`src/rtl/mem_arb_pkg.sv`:
```
`default_nettype none
// ============================================================================
//  Module   : mem_arb_pkg
//  Brief    : Shared types and constants for the CPU/DMA memory port arbiter
//  Revision : 1.0  initial release
// ============================================================================
package mem_arb_pkg;

   // Transaction sequencer states
   typedef enum logic [2:0] {
      ST_IDLE  = 3'd0,
      ST_ISSUE = 3'd1,
      ST_WAIT  = 3'd2,
      ST_CAPT  = 3'd3,
      ST_RESP  = 3'd4
   } arb_state_t;

   // Grant encoding
   localparam logic GNT_CPU = 1'b0;
   localparam logic GNT_DMA = 1'b1;

   // Width of the latency and starvation counters
   localparam int CNT_W = 4;

endpackage
`default_nettype wire

```
`src/rtl/arb_priority_sel.sv`:
```
`default_nettype none
// ============================================================================
//  Module   : arb_priority_sel
//  Brief    : CPU-priority winner select with a saturating DMA starvation
//             counter that forces a DMA grant after STARVE_MAX CPU wins
//  Revision : 1.0  initial release
// ============================================================================
module arb_priority_sel
   import mem_arb_pkg::*;
#(
   parameter int STARVE_MAX = 4
)(
   input  logic clk,
   input  logic rst_n,
   input  logic cpu_req,
   input  logic dma_req,
   input  logic arb_en,       // high in the cycle a grant decision is taken
   output logic grant_valid,
   output logic grant_sel
);

   localparam logic [CNT_W-1:0] STARVE_LIM = CNT_W'(STARVE_MAX);

   logic [CNT_W-1:0] r_starve_cnt;

   // Winner select: CPU by default, DMA when alone or when it has starved
   always_comb begin
      grant_valid = cpu_req | dma_req;
      grant_sel   = GNT_CPU;
      if (dma_req && (!cpu_req || (r_starve_cnt == STARVE_LIM))) begin
         grant_sel = GNT_DMA;
      end
   end

   // Starvation counter: counts CPU wins over a pending DMA, clears otherwise
   always_ff @(posedge clk or negedge rst_n) begin
      if (!rst_n) begin
         r_starve_cnt <= '0;
      end else if (arb_en) begin
         if (!dma_req || (grant_sel == GNT_DMA)) begin
            r_starve_cnt <= '0;
         end else if (r_starve_cnt != STARVE_LIM) begin
            r_starve_cnt <= r_starve_cnt + CNT_W'(1);
         end
      end
   end

endmodule
`default_nettype wire

```
`src/rtl/mem_port_arbiter.sv`:
```
`default_nettype none
// ============================================================================
//  Module   : mem_port_arbiter
//  Brief    : Shares one single-port memory between the CPU and a DMA/debug
//             loader; each access runs issue -> latency -> capture -> response
//  Revision : 1.0  initial release
// ============================================================================
module mem_port_arbiter
   import mem_arb_pkg::*;
#(
   parameter int ADDR_W     = 32,
   parameter int DATA_W     = 32,
   parameter int MEM_LAT    = 2,
   parameter int STARVE_MAX = 4
)(
   input  logic              clk,
   input  logic              rst_n,
   input  logic              cpu_req,
   input  logic              cpu_we,
   input  logic [ADDR_W-1:0] cpu_addr,
   input  logic [DATA_W-1:0] cpu_wdata,
   output logic              cpu_ready,
   output logic [DATA_W-1:0] cpu_rdata,
   input  logic              dma_req,
   input  logic              dma_we,
   input  logic [ADDR_W-1:0] dma_addr,
   input  logic [DATA_W-1:0] dma_wdata,
   output logic              dma_ready,
   output logic [DATA_W-1:0] dma_rdata,
   output logic              mem_en,
   output logic              mem_we,
   output logic [ADDR_W-1:0] mem_addr,
   output logic [DATA_W-1:0] mem_wdata,
   input  logic [DATA_W-1:0] mem_rdata
);

   localparam logic [CNT_W-1:0] LAT_LOAD = CNT_W'(MEM_LAT - 1);

   arb_state_t        r_state;
   arb_state_t        w_next_state;
   logic              r_grant;
   logic              r_we;
   logic [ADDR_W-1:0] r_addr;
   logic [DATA_W-1:0] r_wdata;
   logic [CNT_W-1:0]  r_lat_cnt;
   logic [DATA_W-1:0] r_cpu_rdata;
   logic [DATA_W-1:0] r_dma_rdata;
   logic              w_arb_en;
   logic              w_gnt_valid;
   logic              w_gnt_sel;
   logic              w_issue;
   logic              w_resp;

   assign w_arb_en = (r_state == ST_IDLE);

   arb_priority_sel #(
      .STARVE_MAX (STARVE_MAX)
   ) u_sel (
      .clk         (clk),
      .rst_n       (rst_n),
      .cpu_req     (cpu_req),
      .dma_req     (dma_req),
      .arb_en      (w_arb_en),
      .grant_valid (w_gnt_valid),
      .grant_sel   (w_gnt_sel)
   );

   // State register
   always_ff @(posedge clk or negedge rst_n) begin
      if (!rst_n) begin
         r_state <= ST_IDLE;
      end else begin
         r_state <= w_next_state;
      end
   end

   // Next-state: writes skip the latency phase, reads wait MEM_LAT-1 cycles
   always_comb begin
      w_next_state = r_state;
      case (r_state)
         ST_IDLE:  if (w_gnt_valid) w_next_state = ST_ISSUE;
         ST_ISSUE: begin
            if (r_we)              w_next_state = ST_RESP;
            else if (MEM_LAT == 1) w_next_state = ST_CAPT;
            else                   w_next_state = ST_WAIT;
         end
         // Counter reaches zero on this decrement -> capture next cycle
         ST_WAIT:  if (r_lat_cnt == CNT_W'(1)) w_next_state = ST_CAPT;
         ST_CAPT:  w_next_state = ST_RESP;
         ST_RESP:  w_next_state = ST_IDLE;
         default:  w_next_state = ST_IDLE;
      endcase
   end

   // Request latch in IDLE, latency countdown, and read-data capture
   always_ff @(posedge clk or negedge rst_n) begin
      if (!rst_n) begin
         r_grant     <= GNT_CPU;
         r_we        <= 1'b0;
         r_addr      <= '0;
         r_wdata     <= '0;
         r_lat_cnt   <= '0;
         r_cpu_rdata <= '0;
         r_dma_rdata <= '0;
      end else begin
         case (r_state)
            ST_IDLE: begin
               if (w_gnt_valid) begin
                  r_grant <= w_gnt_sel;
                  if (w_gnt_sel == GNT_DMA) begin
                     r_we    <= dma_we;
                     r_addr  <= dma_addr;
                     r_wdata <= dma_wdata;
                  end else begin
                     r_we    <= cpu_we;
                     r_addr  <= cpu_addr;
                     r_wdata <= cpu_wdata;
                  end
               end
            end
            ST_ISSUE: if (!r_we) r_lat_cnt <= LAT_LOAD;
            ST_WAIT:  r_lat_cnt <= r_lat_cnt - CNT_W'(1);
            ST_CAPT: begin
               if (r_grant == GNT_DMA) r_dma_rdata <= mem_rdata;
               else                    r_cpu_rdata <= mem_rdata;
            end
            default: ;
         endcase
      end
   end

   // Outputs decoded from state; memory bus is quiet outside ISSUE
   always_comb begin
      w_issue   = (r_state == ST_ISSUE);
      w_resp    = (r_state == ST_RESP);
      mem_en    = w_issue;
      mem_we    = w_issue & r_we;
      mem_addr  = w_issue ? r_addr  : '0;
      mem_wdata = w_issue ? r_wdata : '0;
      cpu_ready = w_resp & (r_grant == GNT_CPU);
      dma_ready = w_resp & (r_grant == GNT_DMA);
   end

   assign cpu_rdata = r_cpu_rdata;
   assign dma_rdata = r_dma_rdata;

endmodule
`default_nettype wire

```
`config.mk`:
```
export PLATFORM = sky130hd
export DESIGN_NAME = mem_port_arbiter
export DESIGN_NICKNAME = d
export VERILOG_FILES = /design/src/rtl/mem_arb_pkg.sv /design/src/rtl/arb_priority_sel.sv /design/src/rtl/mem_port_arbiter.sv
export SDC_FILE = /design/constraint.sdc
export NUM_CORES = 1
export LEC_CHECK = 0
export CAP_MARGIN = 15
export CORE_MARGIN = 4
export CORE_UTILIZATION = 45
export CTS_BUF_LIST = sky130_fd_sc_hd__clkbuf_8
export DETAILED_ROUTE_END_ITERATION = 6
export GPL_TIMING_DRIVEN = 0
export PLACE_DENSITY_LB_ADDON = 0.08
export SYNTH_ARGS = -nofsm -noshare
export SYNTH_HDL_FRONTEND = slang
export SYNTH_SLANG_ARGS = --single-unit
```
`constraint.sdc`:
```
create_clock -name clk -period 2.4 [get_ports clk]
set_clock_uncertainty 0.05 [all_clocks]
set_input_delay 0.24 -clock clk [delete_from_list [all_inputs] [get_ports clk]]
set_output_delay 0.24 -clock clk [all_outputs]
set_load 0.05 [all_outputs]
```
==> reports/results.txt <==
Worst Setup SP: u_sel.r_starve_cnt[0]
Post-route DRC: 0
RSZ-0062 raised after global routing: true
Reg area: 0.00353 mm2
Post-synth EDFFs: 0
Least-Margin Pin Slew: 0.634 ns
max incr delay on CP: 0.53 ns
area delta synth->final: 49.6%
htree depth: 4
Synth Cell Area: 0.00734 mm2
Post-DP Area: 0.0106 mm2
PnR worst setup slack: 0.126 ns
vias in the first global route: 6966
Clk pin slew, worst setup/hold paths: 0.09 ns
fin crit period: 2.27 ns
total CTS buffers: 17
CTS tree: yes
RePlAce Congestion: 0.867
WP data required: 2.67 ns
worst min-delay path class: primary input to async pin
worst-skew pair later-pin latency: 0.44 ns
Final setup viols: 0
number of primary I/O pins: 298
async set-reset flop share out of synthesis: 1.00
syn_nets: 843
full die area: 0.0184 mm2
first-pass GRT wire length: 38.0 mm
slowest cell on the critical path: a2111oi_1
final WL: 25.0 mm
Via Count: 6897
layout cells sized above 1: 0.211
port bufs: 297
endpoint type of the worst setup path: flip-flop
Max Cap Viol: 0
flops & latches, synth: 141
gr usage total: 0.264
CP top delay family: buffers and inverters
starting density of the core: 0.460
clk root buf: clkbuf_8
Antenna Nets Post-Route: 0
Power Dens Cells: 1550 mW/mm2
DR vias/cell: 5.64
core area: 0.0159 mm2
Die Span Y: 136 um
Hold Violations, Final: 0
First-pass DRT Iterations: 5
gr ovfl total: 0
worst-path fanout max: 10
most common cell after layout, fill and taps aside: clkdlybuf4s50_1
Max rail drop VDD: 0.799 mV
leakage power: 4.52 nW
critical-path cell list: inv_1, ha_1, nand4b_1, buf_2, clkbuf_1, a2111oi_1, nor3_1
R2R Path End: r_addr[18]
R2R depth: 7
cell count after synthesis: 673
FP Rows: 46
initial antenna violation count: 2
Place WS: -0.773 ns
Routed WL per cell: 20.5 um
Reg2Reg Setup Slack: 0.13 ns
Die X: 136 um
status: completed
Avg Cell Area, Syn: 10.9 um2
total power: 17.0 mW
Synth cell types: 43
clock sink count: 141
Design Area, Final: 0.0110 mm2
Most used DFF post-synth: dfrtp_1
Fin Hold WS: 0.292 ns
Ys Warns: 0
critical path buffer and inverter count: 3
most frequent cells in the layout: clkdlybuf4s50_1 (228), dfrtp_1 (140), a21oi_1 (71), nor3_1 (67)
worst path arrival time: 2.54 ns
dpl hpwl: 18.3 mm
slew margin rel.: 0.578
Period Utilization, post-route: 0.948
Max clock buf depth: 2
critical path startpoint category: flip-flop
crit path kind: flip-flop to flip-flop
largest net degree at the start of global routing: 78
Highest Clock Rate: 0.440 GHz
Seq/Total Area, Yosys: 0.481
filler cell count: 1379
nets: 1162
worst reg2reg startpoint: u_sel.r_starve_cnt[0]
Final Slew Violations: 0
multi-input logic area: 0.00349 mm2
initial DRC count: 360
cells by family (layout without fill, tap and decap cells):
family                     after synthesis  count (layout)  synth area share
DFF                                    141             141             0.481
adders and majority gates                4               4           0.00682
AOI/OAI and AO/OA                      145             145             0.140
buffers and inverters                   85             416            0.0499
other                                    0               2                 0
and+or+nand+nor                        231             231             0.220
muxes                                   67              67             0.102
cell type report:
class	count	area share
plain buffers	80	0.0349
diodes	2	0.000456
repair buffers	301	0.261
flip-flops and latches	141	0.321
well taps	216	0.0246
multi-input cells	447	0.317
inverters	4	0.00137
clock buffers	18	0.0226
clock inverters	13	0.0164
through the flow:
step | std cells | TNS [ns] | utilization
after floorplan | 673 | 0 | -
after global placement | 1186 | -725.16 | 0.665
after detailed placement | 1187 | -36.59 | 0.666
after CTS | 1218 | 0 | 0.686
after global routing | 1222 | -0.0590 | 0.689
final | 1222 | 0 | 0.689
synthesized netlist by cell type, types with 2 or more instances:
master | n | share of area
dfrtp_1 | 141 | 0.48
clkbuf_1 | 60 | 0.031
ha_1 | 4 | 0.0068
nand4b_1 | 2 | 0.0024
buf_2 | 14 | 0.0095
nor3_1 | 67 | 0.046
mux2i_1 | 2 | 0.0027
nand2_1 | 3 | 0.0015
or2_2 | 3 | 0.0026
and2_1 | 65 | 0.055
buf_1 | 3 | 0.0015
nor3b_1 | 2 | 0.0020
a21oi_1 | 71 | 0.048
mux2_2 | 65 | 0.10
nand2b_1 | 2 | 0.0017
inv_1 | 4 | 0.0020
nor2_1 | 9 | 0.0046
buf_6 | 4 | 0.0061
and4b_1 | 65 | 0.089
a2111oi_0 | 57 | 0.068
nor4b_1 | 2 | 0.0024
a2111oi_2 | 5 | 0.010
a2111oi_1 | 3 | 0.0041
timing repair:
action / CTS / global route
setup endpoints to repair: 69 / 74
resized for setup: 375 / 13
endpoints found under the hold margin: 64 / 0
hold buffers: 1 / 0
setup buffers: 0 / 2
power breakdown:
part           internal, mW  switching, mW  total [mW]
Combinational          3.68           7.08        10.8
Clock                  1.08           1.02        2.10
Sequential             3.53          0.588        4.12
routing by layer:
metal  vias to the layer above  part of all wire  GRT usage
met4                         0             0.022     0.0997
li1                       3214                 -          -
met5                         -                 0          0
met1                      3365              0.40      0.338
met2                       282              0.50      0.437
met3                        36             0.083     0.0613
state kept, by name, summed over array words and instances (netlist names):
register	count
r_we	1
r_lat_cnt	4
u_sel.r_starve_cnt	4
dma_rdata	32
r_state	3
r_addr	32
r_grant	1
r_wdata	32
cpu_rdata	32
how the worst max path moves through the flow:
| stage | endpoint | slack [ns] | cells past startpoint |
|---|---|---|---|
| 2_1_floorplan | mem_wdata[23] | 0.14 | 5 |
| 3_3_place_gp | cpu_rdata[2] | -4.91 | 1 |
| 3_5_place_dp | mem_wdata[14] | -0.77 | 7 |
| 4_1_cts | mem_addr[23] | 0.02 | 6 |
| 5_1_grt | r_addr[18] | -0.06 | 7 |
| 6_report | r_addr[18] | 0.13 | 7 |
(Power assumes the default switching activity.)
